**src/rtl/output_device_ctrl.sv**
```systemverilog
// rtl/output_device_ctrl.sv - output-write responder: device registers plus console TX FIFO
// Optional write-strobe port dev_wr_strobe is enabled by defining OUTPUT_DEV_STROBE_EN.
module output_device_ctrl #(
  parameter int         NUM_REGS   = 4,
  parameter logic [7:0] CONSOLE_ID = 8'h10,
  parameter int         PTR_W      = 2
) (
  input  logic                   clk,
  input  logic                   reset,
  input  logic                   output_is_write,
  input  logic [7:0]             io_device_id,
  input  logic [31:0]            output_devices_value,
  output logic [NUM_REGS*32-1:0] dev_regs,
`ifdef OUTPUT_DEV_STROBE_EN
  output logic [NUM_REGS-1:0]    dev_wr_strobe,
`endif
  output logic                   console_valid,
  output logic [7:0]             console_data,
  input  logic                   console_ready,
  output logic [PTR_W:0]         console_level,
  output logic                   console_overflow
);

  localparam int             DEPTH      = 1 << PTR_W;
  localparam logic [PTR_W:0] LP_FULL    = (PTR_W+1)'(DEPTH);
  localparam logic [PTR_W:0] LP_LVL_ONE = (PTR_W+1)'(1);
  localparam logic [PTR_W-1:0] LP_PTR_ONE = PTR_W'(1);

  logic [NUM_REGS-1:0]   w_reg_we;
  logic                  w_push;
  logic                  w_pop;
  logic                  w_full;
  logic                  w_accept;

  logic [NUM_REGS*32-1:0] r_dev_regs;
  logic [7:0]             r_mem [DEPTH];
  logic [PTR_W-1:0]       r_wr_ptr;
  logic [PTR_W-1:0]       r_rd_ptr;
  logic [PTR_W:0]         r_level;
  logic                   r_overflow;

  always_comb begin
    w_reg_we = '0;
    for (int i = 0; i < NUM_REGS; i++) begin
      w_reg_we[i] = output_is_write && (io_device_id == 8'(i));
    end
  end

  assign w_push   = output_is_write && (io_device_id == CONSOLE_ID);
  assign w_full   = (r_level == LP_FULL);
  assign w_pop    = (r_level != '0) && console_ready;
  // A pop on the same edge frees the slot, so a full FIFO can still take the push.
  assign w_accept = w_push && (!w_full || w_pop);

  always_ff @(posedge clk or posedge reset) begin
    if (reset) begin
      r_dev_regs <= '0;
    end else begin
      for (int i = 0; i < NUM_REGS; i++) begin
        if (w_reg_we[i]) r_dev_regs[32*i +: 32] <= output_devices_value;
      end
    end
  end

  // Storage needs no reset: entries are only observable between the pointers.
  always_ff @(posedge clk) begin
    if (w_accept) r_mem[r_wr_ptr] <= output_devices_value[7:0];
  end

  always_ff @(posedge clk or posedge reset) begin
    if (reset) begin
      r_wr_ptr   <= '0;
      r_rd_ptr   <= '0;
      r_level    <= '0;
      r_overflow <= 1'b0;
    end else begin
      if (w_accept) r_wr_ptr <= r_wr_ptr + LP_PTR_ONE;
      if (w_pop)    r_rd_ptr <= r_rd_ptr + LP_PTR_ONE;
      if (w_push && !w_accept) r_overflow <= 1'b1;
      unique case ({w_accept, w_pop})
        2'b10:   r_level <= r_level + LP_LVL_ONE;
        2'b01:   r_level <= r_level - LP_LVL_ONE;
        default: r_level <= r_level;
      endcase
    end
  end

`ifdef OUTPUT_DEV_STROBE_EN
  logic [NUM_REGS-1:0] r_strobe;

  always_ff @(posedge clk or posedge reset) begin
    if (reset) r_strobe <= '0;
    else       r_strobe <= w_reg_we;
  end

  assign dev_wr_strobe = r_strobe;
`endif

  assign dev_regs         = r_dev_regs;
  assign console_valid    = (r_level != '0);
  assign console_data     = r_mem[r_rd_ptr];
  assign console_level    = r_level;
  assign console_overflow = r_overflow;

endmodule
```
**config.mk**
```make
export PLATFORM = sky130hd
export DESIGN_NAME = output_device_ctrl
export DESIGN_NICKNAME = d
export VERILOG_FILES = /design/src/rtl/output_device_ctrl.sv
export SDC_FILE = /design/constraint.sdc
export NUM_CORES = 1
export LEC_CHECK = 0
export CORE_UTILIZATION = 56
export DETAILED_ROUTE_END_ITERATION = 6
export DONT_BUFFER_PORTS = 1
export GPL_ROUTABILITY_DRIVEN = 0
export PLACE_DENSITY = 0.74
export SKIP_CTS_REPAIR_TIMING = 1
export SLEW_MARGIN = 20
export SYNTH_ARGS = -nofsm -noshare
export SYNTH_HDL_FRONTEND = slang
export SYNTH_SLANG_ARGS = --single-unit
```
**constraint.sdc**
```tcl
create_clock -name clk -period 4.35 [get_ports clk]
set_input_delay 0.87 -clock clk [delete_from_list [all_inputs] [get_ports clk]]
set_output_delay 0.87 -clock clk [all_outputs]
set_load 0.01 [all_outputs]
```
==> metrics.yaml <==
timing:
  hold_violations: 0
  slew_headroom_pct: 27.9
  period_minus_slack_ns: 2.63
  slew_viol_final: 0
  finalWorstSetupSlack_ns: 1.72
  rsz0062_at_grt: "no"
  clock_skew_ns: 0.00567
  setup_violations: 0
  fin_crit_sh_pct: 60.5
  worst_slew_pin_slew_ns: 1.08
  max_freq_ghz: 0.380
  holdWs_ns: 0.501
  tns_ns: 0
synth:
  synth_top_family_by_area: "multiplexers"
  synthAdderAreaFrac_pct: 1.09
  ys_warn_count: 0
  synth_compound_area_share_pct: 0.0782
  async_flop_share_pct: 81.0
  synth_simple_gate_area_share_pct: 2.87
  synth_seq_area_share_pct: 68.2
  dominantRegCellSynth: "dfrtp_1"
  synth_nets: 413
  synth_edf_count: 32
  synth-xor-area-share_pct: 0.684
  syn_area_per_cell_um2: 17.6
  syn_area_um2: 6400
  synthDistinctLibCells: 30
  syn_inst: 364
  synthMuxAreaShare_pct: 25.6
  synth-seq-cells: 168
floorplan:
  die_h_um: 109
  dieWidth_um: 109
  coreArea_um2: 11000
  start_util_pct: 58.3
  row_count: 38
  die_area_um2: 11900
  ios: 185
cells_and_area:
  layout_commonest_cell: "dfrtp_1"
  finish.utilization_pct: 64.8
  fin_cells: 524
  ff_latch_area_um2: 4360
  syn2layout_area_growth_pct: 11.1
  diodes: 0
  layout_common_cells: "136 x dfrtp_1, 124 x mux2_2, 32 x edfxtp_1"
  multiInputGateArea_um2: 1960
  nets: 423
  fill_cells: 743
  fin_area_um2: 7110
  drive_above_1_share_pct: 44.8
worst_setup_path:
  critPathKind: "flop to output pin"
  startpoint_type: "flop"
  crit_chain: "mux4_2"
  crit_buf_inv: 0
  cp_max_fo: 10
  required_ns: 3.48
  slowest_stage: "dfrtp_1"
  crit_family: "flip-flops"
  crit_arrival_ns: 1.76
  critPathCaptureType: "output pin"
  slowest_delay_ns: 0.71
drt:
  viasPerCell: 5.87
  drc_errors: 0
  routed_wl_um: 11900
  drt-wirelength-per-cell_um: 22.7
  ant_nets: 0
  drt_iter0_drc: 98
  dr.pass1.iters: 4
  via_count: 3075
power:
  vdd_drop_max_mv: 0.382
  finalPower_mw: 3.48
  p_leak_nw: 3.37
  power_density_nw_per_um2: 489
grt:
  globalRouteMet2Util_pct: 34.4
  antenna_found_initial: 0
  grt_start_max_net_pins: 137
  grt_pass1_wl_um: 18400
  gr-usage-met1_pct: 25.1
  overflow: 0
  grt-busiest-layer: "met2"
  grt_usage_pct: 21.5
  use_met3_pct: 9.80
  grt_pass1_vias: 3382
hold_path:
  hold_class: "input port to async pin"
cts:
  clk_latency_ns: 0.41
  clk_path_buf_depth: 2
  cts.sinks: 168
  cts-root-buf: "clkbuf_16"
  path_clk_slew_ns: 0.06
  cts_buffers: 17
  tritoncts: "yes"
  htree_num_levels: 4
placement:
  dp.final_hpwl_um: 7840
  io_buffers: 0
  dp.cells: 495
  place_ws_ns: 1.42
  placed_area_um2: 6570
status:
  status: "finished, final reports clean"
run:
  cap_violations: 0
==> worst reg2reg max path, cell delays in order, from the launching register on <==
cell	delay [ns]
dfrtp_1	0.44
or3_1	0.46
and2_4	0.20
nand2_1	0.12
fa_1	0.44
mux2i_1	0.16
==> state kept, by name, indices dropped and copies added, names as in the netlist <==
signal,count
console_level,3
console_overflow,1
dev_regs,128
r_mem,32
r_rd_ptr,2
r_wr_ptr,2
==> power by group <==
part | switching [mW] | leakage (nW) | internal (mW)
Clock | 0.558 | 0.276 | 0.821
Sequential | 0.140 | 2.14 | 1.69
Combinational | 0.121 | 0.952 | 0.150
==> cell type report <==
| type | instances | area share, % |
|---|---|---|
| clock inverter | 9 | 1.06 |
| clock buffer | 20 | 6.58 |
| timing repair buffer | 5 | 0.703 |
| multi-input combinational | 177 | 27.5 |
| sequential | 168 | 61.3 |
| inverter | 5 | 0.317 |
| tap | 140 | 2.46 |
==> Yosys cell counts, drive strengths merged (2+ instances only) <==
| master | instances | share of area [%] |
|---|---|---|
| xnor2 | 3 | 0.41 |
| nand4 | 2 | 0.20 |
| edfxtp | 32 | 15 |
| mux2i | 2 | 0.31 |
| mux2 | 128 | 23 |
| nand3 | 4 | 0.31 |
| buf | 14 | 1.2 |
| dfrtp | 136 | 53 |
| nor4b | 2 | 0.51 |
| mux4 | 8 | 2.8 |
| inv | 5 | 0.29 |
| ha | 4 | 0.78 |
| or3 | 2 | 0.20 |
| and2 | 5 | 0.53 |
| xor2 | 2 | 0.27 |
| nand2 | 5 | 0.29 |
| nor2 | 3 | 0.25 |
==> cell families after synthesis <==
kind of cell | count (synthesis)
compound gates | 1
flops | 168
simple gates | 28
buf+inv | 19
mux | 138
fa+ha+maj | 5
xor+xnor | 5
==> final timing paths <==
check                            startpoint          endpoint  slack (ns)  depth (start not counted)
max in group asynchronous             reset      dev_regs[36]        3.25                          2
min reg2reg                console_overflow  console_overflow        0.55                          1
min in group clk           console_overflow  console_overflow        0.55                          1
max reg2reg                console_level[1]  console_level[1]        2.45                          5
min                                   reset      dev_regs[61]        0.50                          2
max                             r_rd_ptr[0]   console_data[2]        1.72                          1
==> metal layers <==
metal  vias to the layer above  wire [um]
li1                       1329          -
met1                      1599       4530
met2                       129       6010
met3                        18       1120
met4                         0        224
met5                         -          0
(Power assumes the default switching activity.)
